**src/rtl/csr_file.sv**
```systemverilog
// csr_file: privileged CSR block with exception entry/return and interrupt status.
// Define CSR_TIMER_EN to build TID/TCFG/TVAL/TICLR and the timer interrupt IS[11].
module csr_file #(
    parameter logic [31:0] TID_RST = 32'h0
) (
    input  logic        clk,
    input  logic        reset,
    input  logic [13:0] csr_rnum,
    output logic [31:0] csr_rvalue,
    input  logic        csr_we,
    input  logic [13:0] csr_wnum,
    input  logic [31:0] csr_wmask,
    input  logic [31:0] csr_wval,
    input  logic        wb_exc,
    input  logic [5:0]  wb_ecode,
    input  logic [8:0]  wb_esubcode,
    input  logic [31:0] wb_pc,
    input  logic [31:0] wb_badvaddr,
    input  logic        ertn_flush,
    input  logic [7:0]  hw_int_in,
    input  logic        ipi_int_in,
    output logic [31:0] ex_entry,
    output logic [31:0] ertn_pc,
    output logic        has_int
);

    localparam logic [13:0] CSR_CRMD   = 14'h0000;
    localparam logic [13:0] CSR_PRMD   = 14'h0001;
    localparam logic [13:0] CSR_ECFG   = 14'h0004;
    localparam logic [13:0] CSR_ESTAT  = 14'h0005;
    localparam logic [13:0] CSR_ERA    = 14'h0006;
    localparam logic [13:0] CSR_BADV   = 14'h0007;
    localparam logic [13:0] CSR_EENTRY = 14'h000C;
    localparam logic [13:0] CSR_SAVE0  = 14'h0030;
    localparam logic [13:0] CSR_SAVE1  = 14'h0031;
    localparam logic [13:0] CSR_SAVE2  = 14'h0032;
    localparam logic [13:0] CSR_SAVE3  = 14'h0033;
    localparam logic [13:0] CSR_TID    = 14'h0040;
    localparam logic [13:0] CSR_TCFG   = 14'h0041;
    localparam logic [13:0] CSR_TVAL   = 14'h0042;
    localparam logic [13:0] CSR_TICLR  = 14'h0044;

    // LIE bit 10 has no interrupt source behind it
    localparam logic [12:0] LIE_MASK = 13'h1BFF;

    logic [3:0]  crmd_r;
    logic [2:0]  prmd_r;
    logic [12:0] ecfg_lie_r;
    logic [1:0]  is_soft_r;
    logic [7:0]  is_hw_r;
    logic        is_ipi_r;
    logic        is_timer_s;
    logic [5:0]  estat_ecode_r;
    logic [8:0]  estat_esub_r;
    logic [31:0] era_r;
    logic [31:0] badv_r;
    logic [25:0] eentry_r;
    logic [31:0] save0_r;
    logic [31:0] save1_r;
    logic [31:0] save2_r;
    logic [31:0] save3_r;
    logic [12:0] estat_is_s;
    logic [31:0] wr_merge_s;

`ifdef CSR_TIMER_EN
    logic [31:0] tid_r;
    logic [31:0] tcfg_r;
    logic [31:0] tval_r;
    logic        timer_armed_r;
    logic        is_timer_r;
    logic        timer_fire_s;
    logic        ticlr_clr_s;
`endif

    function automatic logic [31:0] mask_merge(input logic [31:0] old_v,
                                               input logic [31:0] val_v,
                                               input logic [31:0] mask_v);
        return (val_v & mask_v) | (old_v & ~mask_v);
    endfunction

    // Architectural view of a CSR; unimplemented bits and numbers read as zero
    function automatic logic [31:0] csr_image(input logic [13:0] num);
        logic [31:0] v;
        v = 32'h0;
        case (num)
            CSR_CRMD:   v = {28'h0, crmd_r};
            CSR_PRMD:   v = {29'h0, prmd_r};
            CSR_ECFG:   v = {19'h0, ecfg_lie_r};
            CSR_ESTAT:  v = {1'b0, estat_esub_r, estat_ecode_r, 3'b000, estat_is_s};
            CSR_ERA:    v = era_r;
            CSR_BADV:   v = badv_r;
            CSR_EENTRY: v = {eentry_r, 6'h00};
            CSR_SAVE0:  v = save0_r;
            CSR_SAVE1:  v = save1_r;
            CSR_SAVE2:  v = save2_r;
            CSR_SAVE3:  v = save3_r;
`ifdef CSR_TIMER_EN
            CSR_TID:    v = tid_r;
            CSR_TCFG:   v = tcfg_r;
            CSR_TVAL:   v = tval_r;
`endif
            default:    v = 32'h0;
        endcase
        return v;
    endfunction

    assign estat_is_s = {is_ipi_r, is_timer_s, 1'b0, is_hw_r, is_soft_r};
    assign csr_rvalue = csr_image(csr_rnum);
    // Merge against the write target's current image so every register takes its own field slice
    assign wr_merge_s = mask_merge(csr_image(csr_wnum), csr_wval, csr_wmask);

    assign ex_entry = {eentry_r, 6'h00};
    assign ertn_pc  = era_r;
    assign has_int  = crmd_r[2] & (|(estat_is_s & ecfg_lie_r));

    // CRMD: exception entry beats ERTN beats software write on PLV/IE; DA is software only
    always_ff @(posedge clk) begin
        if (reset) begin
            crmd_r <= 4'h8;
        end else begin
            if (wb_exc) begin
                crmd_r[2:0] <= 3'b000;
            end else if (ertn_flush) begin
                crmd_r[2:0] <= prmd_r;
            end else if (csr_we && (csr_wnum == CSR_CRMD)) begin
                crmd_r[2:0] <= wr_merge_s[2:0];
            end else begin
                crmd_r[2:0] <= crmd_r[2:0];
            end
            if (csr_we && (csr_wnum == CSR_CRMD)) begin
                crmd_r[3] <= wr_merge_s[3];
            end else begin
                crmd_r[3] <= crmd_r[3];
            end
        end
    end

    // PRMD and ERA capture the interrupted context on exception entry
    always_ff @(posedge clk) begin
        if (reset) begin
            prmd_r <= 3'b000;
            era_r  <= 32'h0;
        end else begin
            if (wb_exc) begin
                prmd_r <= crmd_r[2:0];
            end else if (csr_we && (csr_wnum == CSR_PRMD)) begin
                prmd_r <= wr_merge_s[2:0];
            end else begin
                prmd_r <= prmd_r;
            end
            if (wb_exc) begin
                era_r <= wb_pc;
            end else if (csr_we && (csr_wnum == CSR_ERA)) begin
                era_r <= wr_merge_s;
            end else begin
                era_r <= era_r;
            end
        end
    end

    // BADV follows the faulting PC for fetch-address faults and the data address for ecode 9
    always_ff @(posedge clk) begin
        if (reset) begin
            badv_r <= 32'h0;
        end else if (wb_exc && (wb_ecode == 6'h08) && (wb_esubcode == 9'h000)) begin
            badv_r <= wb_pc;
        end else if (wb_exc && (wb_ecode == 6'h09)) begin
            badv_r <= wb_badvaddr;
        end else if (csr_we && (csr_wnum == CSR_BADV)) begin
            badv_r <= wr_merge_s;
        end else begin
            badv_r <= badv_r;
        end
    end

    // ESTAT: cause fields from exceptions, level interrupts resampled every cycle
    always_ff @(posedge clk) begin
        if (reset) begin
            is_soft_r     <= 2'b00;
            is_hw_r       <= 8'h00;
            is_ipi_r      <= 1'b0;
            estat_ecode_r <= 6'h00;
            estat_esub_r  <= 9'h000;
        end else begin
            is_hw_r  <= hw_int_in;
            is_ipi_r <= ipi_int_in;
            if (csr_we && (csr_wnum == CSR_ESTAT)) begin
                is_soft_r <= wr_merge_s[1:0];
            end else begin
                is_soft_r <= is_soft_r;
            end
            if (wb_exc) begin
                estat_ecode_r <= wb_ecode;
                estat_esub_r  <= wb_esubcode;
            end else begin
                estat_ecode_r <= estat_ecode_r;
                estat_esub_r  <= estat_esub_r;
            end
        end
    end

    // Plain software-owned registers
    always_ff @(posedge clk) begin
        if (reset) begin
            ecfg_lie_r <= 13'h0000;
            eentry_r   <= 26'h0;
            save0_r    <= 32'h0;
            save1_r    <= 32'h0;
            save2_r    <= 32'h0;
            save3_r    <= 32'h0;
        end else if (csr_we) begin
            case (csr_wnum)
                CSR_ECFG:   ecfg_lie_r <= wr_merge_s[12:0] & LIE_MASK;
                CSR_EENTRY: eentry_r   <= wr_merge_s[31:6];
                CSR_SAVE0:  save0_r    <= wr_merge_s;
                CSR_SAVE1:  save1_r    <= wr_merge_s;
                CSR_SAVE2:  save2_r    <= wr_merge_s;
                CSR_SAVE3:  save3_r    <= wr_merge_s;
                default:    ecfg_lie_r <= ecfg_lie_r;
            endcase
        end else begin
            ecfg_lie_r <= ecfg_lie_r;
        end
    end

`ifdef CSR_TIMER_EN
    // A TCFG write reloads and rearms, so it suppresses a same-cycle expiry
    assign timer_fire_s = tcfg_r[0] && timer_armed_r && (tval_r == 32'h0) &&
                          !(csr_we && (csr_wnum == CSR_TCFG));
    assign ticlr_clr_s  = csr_we && (csr_wnum == CSR_TICLR) && wr_merge_s[0];
    assign is_timer_s   = is_timer_r;

    // Countdown timer: reload on TCFG write, periodic reload or one-shot park at all-ones
    always_ff @(posedge clk) begin
        if (reset) begin
            tid_r         <= TID_RST;
            tcfg_r        <= 32'h0;
            tval_r        <= 32'h0;
            timer_armed_r <= 1'b0;
        end else begin
            if (csr_we && (csr_wnum == CSR_TID)) begin
                tid_r <= wr_merge_s;
            end else begin
                tid_r <= tid_r;
            end
            if (csr_we && (csr_wnum == CSR_TCFG)) begin
                tcfg_r        <= wr_merge_s;
                tval_r        <= {wr_merge_s[31:2], 2'b00};
                timer_armed_r <= wr_merge_s[0];
            end else if (tcfg_r[0] && timer_armed_r) begin
                if (tval_r != 32'h0) begin
                    tval_r <= tval_r - 32'h1;
                end else if (tcfg_r[1]) begin
                    tval_r <= {tcfg_r[31:2], 2'b00};
                end else begin
                    tval_r        <= 32'hFFFF_FFFF;
                    timer_armed_r <= 1'b0;
                end
            end else begin
                tval_r <= tval_r;
            end
        end
    end

    // Timer interrupt flag: expiry wins over a coincident TICLR clear
    always_ff @(posedge clk) begin
        if (reset) begin
            is_timer_r <= 1'b0;
        end else if (timer_fire_s) begin
            is_timer_r <= 1'b1;
        end else if (ticlr_clr_s) begin
            is_timer_r <= 1'b0;
        end else begin
            is_timer_r <= is_timer_r;
        end
    end
`else
    logic unused_tid_rst_s;
    assign is_timer_s       = 1'b0;
    assign unused_tid_rst_s = ^TID_RST;
`endif

endmodule

```
**config.mk**
```make
export PLATFORM = sky130hd
export DESIGN_NAME = csr_file
export DESIGN_NICKNAME = d
export VERILOG_FILES = /design/src/rtl/csr_file.sv
export SDC_FILE = /design/constraint.sdc
export NUM_CORES = 1
export LEC_CHECK = 0
export ABC_AREA = 1
export CAP_MARGIN = 20
export CORE_UTILIZATION = 53
export CTS_BUF_LIST = sky130_fd_sc_hd__clkbuf_16
export DETAILED_ROUTE_END_ITERATION = 7
export PLACE_DENSITY = 0.83
export SYNTH_ARGS = -nofsm -noshare
export SYNTH_HDL_FRONTEND = slang
export SYNTH_SLANG_ARGS = --single-unit
```
**constraint.sdc**
```tcl
create_clock -name clk -period 2.2 [get_ports clk]
set_input_delay 0.22 -clock clk [delete_from_list [all_inputs] [get_ports clk]]
set_output_delay 0.22 -clock clk [all_outputs]
set_load 0.02 [all_outputs]
```
After elaboration in Yosys (flattened, before gate mapping)
Cells that the tools add are included.

storage, ports and cells
  flip-flop bits (word level) = 263
  bits of input ports = 185
  output and inout bits = 97

cells by class
  eq/ne operators = 22
  mux-type cells = 11
  bitwise logic cells = 6
  reductions and logical operators = 23

operator list
  kind                   number
  $pmux W32 S11          2
  $mux W32               5
  $eq A14 B3 Y1 const B  8
  $eq A14 B6 Y1 const B  8
  $and A32 B32 Y32       2
  $not A32 Y32           1
  $or A32 B32 Y32        1
  $eq A14 B1 Y1 const B  2
  $eq A14 B4 Y1 const B  2
  $logic_not A14 Y1      2
  $and A13 B13 Y13       1
  $reduce_or A13 Y1      1
  $eq A6 B4 Y1 const B   2
  $mux W3                4
  $reduce_and A2 Y1      6
  $logic_not A9 Y1       1
  $logic_and A1 B1 Y1    8
  $reduce_bool A2 Y1     3
  $reduce_bool A3 Y1     1
  $reduce_or A2 Y1       1
  $and A1 B1 Y1          1

Depth between registers and ports, before layout
  depth after elaboration = 7
  depth in mapped cells = 15
  mapped depth without buffers = 14

Worst setup path after synthesis
Ideal clock, no wire load.

  kind = input-to-output
  from = input port csr_rnum[11]
  to = output port csr_rvalue[5]
  arrival time = 1.675 ns
  data required time = 1.980 ns
  slack = 0.305 ns
  stages = 7
  buffers on the path = 0
  cell sequence = nor2_1 nand3_1 nor3b_1 nand2_1 nor2_2 inv_1 o211ai_1

on the way
  word-level cells in the longest chain between the ends = 2
  elaborated cells on any way between the ends = 12
  those cells by class = eq/ne (10); mux (1); reduce/logical (1)

ends and longest elaborated chain
  what                                         RTL line  source
  start, declared                              8         input logic [13:0] csr_rnum,
  $eq A14 B6 Y1, or another cell as far along  85        case (num)
  $pmux W32 S11 (*)                            85
  end, declared                                9         output logic [31:0] csr_rvalue,

Every way passes the cells marked *; elsewhere a longest branch is shown, timed or not.

Final worst setup path
  from = input port csr_rnum[0]
  to = output port csr_rvalue[14]

Same word-level chain as after synthesis.

==> results.json <==
{
  "synth_compound_area_share_pct": 27.26,
  "r2r_slack_ns": 0.51,
  "cpMaxStageDelayCell": "dlygate4sd2_1",
  "synth_area_leaders": "dfxtp_1 (35%), inv_1 (12%), o21ai_0 (11%)",
  "grt_use_met1_pct": 50.53,
  "dieArea_sq_um": 29440,
  "finalSetupViolCount": 1,
  "area_delta_synth_final_pct": 39.14,
  "drt_pass1_iterations": 6,
  "top_usage_layer": "met2",
  "n_fill_cell": 2218,
  "finalWorstSetupSlack_ns": -0.02264,
  "wire_per_inst_um": 21.27,
  "place_ws_ns": -0.8531,
  "place_inst": 3153,
  "cts_made_buffers": 29,
  "skew_ns": 0.01072,
  "yosys.area_share.simple_pct": 20.90,
  "ys_seq_area_share_pct": 34.55,
  "multi_input_area_sq_um": 7829,
  "max-clock-path-buffers": 3,
  "totalWireLength_mm": 68.68,
  "synth_xor_area_share_pct": 0,
  "use_met2_pct": 75.20,
  "synthCells": 2444,
  "drt_iter0_drc": 2622,
  "synth_warnings": 0,
  "total_power_mw": 10.64,
  "nets": 3014,
  "cp_top_family": "buffers and inverters",
  "hpwl_mm": 49.82,
  "h-tree-depth": 1,
  "muxShareOfSynthArea_pct": 0,
  "std_cell_rows": 61,
  "grt_pass1_wl_mm": 101.8,
  "rsz0062_at_grt": "true",
  "status": "finished with violations",
  "path_clk_slew_ns": 0.06,
  "design.core.area_sq_um": 28010,
  "final_area_sq_um": 21210,
  "synth_top_area_cell": "dfxtp_1",
  "synth_seq_cells": 263,
  "grt_use_met3_pct": 8.560,
  "startpoint_type": "input port",
  "die_width_um": 171.6,
  "synth_ff_type": "dfxtp_1",
  "fin_crit_ns": 2.223,
  "synth_top_area_share_pct": 34.55,
  "place_area_sq_um": 19630,
  "drv_slew": 0,
  "path_common_cell": "buf_4",
  "synth_edf_count": 0,
  "antenna_found_initial": 1,
  "clkSinkCount": 263,
  "slowest_delay_ns": 0.31,
  "drv_cap": 0,
  "leakage_nw": 9.962,
  "grtUsageTotal_pct": 45.80,
  "peakVddDrop_mv": 0.6296,
  "clockRootBuffer": "clkbuf_16",
  "path_max_fanout": 6,
  "hold_path.class": "input port to flip-flop",
  "first_global_vias": 18170,
  "hold_viol_final": 0,
  "synthAdderAreaFrac_pct": 0,
  "async_flop_share_pct": 0,
  "crit_path_cell_trace": "dlygate4sd2_1 -> nor2_1 -> buf_4 -> nand3_4 -> buf_6 -> buf_4 -> o211ai_1 -> buf_4 -> buf_6",
  "routabilityCongestion": 1.038,
  "fmax_mhz": 449.9,
  "die-height_um": 171.6,
  "ios": 282,
  "synthesis.area_sq_um": 15240,
  "avgViaCountPerCell": 5.880,
  "violations": "negative setup slack",
  "layout_common_cells": "inv_1 (508), o21ai_0 (321), nand2_1 (317)",
  "ys_types": 39,
  "required_ns": 1.98,
  "synth_top_family_by_area": "compound AO/OA/AOI/OAI gates",
  "fin_cells": 3229,
  "io_buffers": 275,
  "cp.arrival_ns": 2.00,
  "slew_headroom_pct": 66.70,
  "period_share_pct": 101.0,
  "clk_latency_ns": 0.58,
  "p_per_area_nw_per_um2": 501.7,
  "cts_tree": "built",
  "start_util_pct": 54.41,
  "syn_avg_cell_area_sq_um": 6.236,
  "overflow": 0,
  "vias": 18990,
  "drive_gt1_share_pct": 15.68,
  "drc_errors": 0,
  "cp-end-kind": "output port",
  "cts_hold_buf": 0,
  "seq_area_sq_um": 5265,
  "final_common_cell": "inv_1",
  "grt_max_degree": 89,
  "holdWs_ns": 0.04116,
  "path_class": "input port to output port",
  "tightest_slew_ns": 0.4979,
  "cp_num_buf_inv": 6,
  "postRouteAntennaNets": 0
}
## cell type report
class                      instances  share of cell area [%]
antenna                            1                 0.01180
clock buffer                      29                   3.422
clock inverter                    23                  0.7375
inverter                         517                   9.234
multi-input combinational       1522                   36.92
sequential                       263                   24.83
tap                              378                   2.230
timing repair buffer             496                   22.62
## per-layer routing
metal  vias to the layer above  part of all wire, %
li1                       8654                    -
met1                      8546                   34
met2                      1374                   46
met3                       411                  9.9
met4                         0                   10
met5                         -                    0
## synth_stat cells (9+ instances only)
cell      instances
clkbuf_1         83
o22ai_1          89
a21oi_1         267
nand3_1         144
o21ai_0         325
inv_2             9
nand2_2          33
buf_2            29
o221ai_1         18
nor3_1            9
o21ai_1          14
inv_1           507
buf_4            11
nor2_1          210
nor2_2           10
dfxtp_1         263
buf_1            15
nand2_1         331
a211oi_1         21
## cell families after synthesis
family          count (synthesis)
compound gates                764
buf+inv                       664
flops                         263
other cells                     1
simple gates                  752
## worst reg2reg max path, cell delays in order, from the launching register on
cell and delay [ns]:
dfxtp_1 0.33, nand3_1 0.11, nand2_1 0.07, nor2_1 0.22, nand3_1 0.17, nand2_1 0.12
nand2_1 0.11, buf_12 0.16, a21oi_1 0.21, nor2_1 0.08
## metrics by stage
stage | setup TNS [ns] | util (%)
5_1_grt | -0.9261 | 75.70
2_1_floorplan | 0 | -
3_3_place_gp | -137.47 | 70.08
6_report | -0.02264 | 75.71
3_5_place_dp | -140.67 | 70.08
4_1_cts | 0 | 74.59
## worst paths after layout
kind / start / endpoint / depth (start not counted)
worst max-delay path: csr_rnum[0] / csr_rvalue[14] / 9
worst min-delay path: reset / save3_r[10] / 4
worst max register to register: save3_r[12] / ertn_pc[12] / 9
worst min register to register: crmd_r[3] / crmd_r[3] / 2
## repair_timing
| item | CTS | global route |
|---|---|---|
| setup endpoints to repair | 77 | 196 |
| endpoints found under the hold margin | 0 | 0 |
| pin swaps | 27 | 25 |
| buffers inserted | 13 | 7 |
| gates resized for setup | 255 | 86 |
| gates cloned | 5 | 1 |
## sequential cells by signal, indices dropped and copies added, names as in the netlist, 6 cells and up
signal,count
badv_r,32
ecfg_lie_r,12
eentry_r,26
ertn_pc,32
estat_ecode_r,6
estat_esub_r,9
is_hw_r,8
save0_r,32
save1_r,32
save2_r,32
save3_r,32
## where the power goes
part	internal [mW]	switching (mW)	total, mW	leakage [nW]
sequential	4.83	0.0660	4.89	2.13
combinational	0.494	0.590	1.08	7.38
clock	2.52	2.14	4.66	0.450
total	7.84	2.80	10.6	9.96
Note: power is estimated with default switching activity, not from simulation.
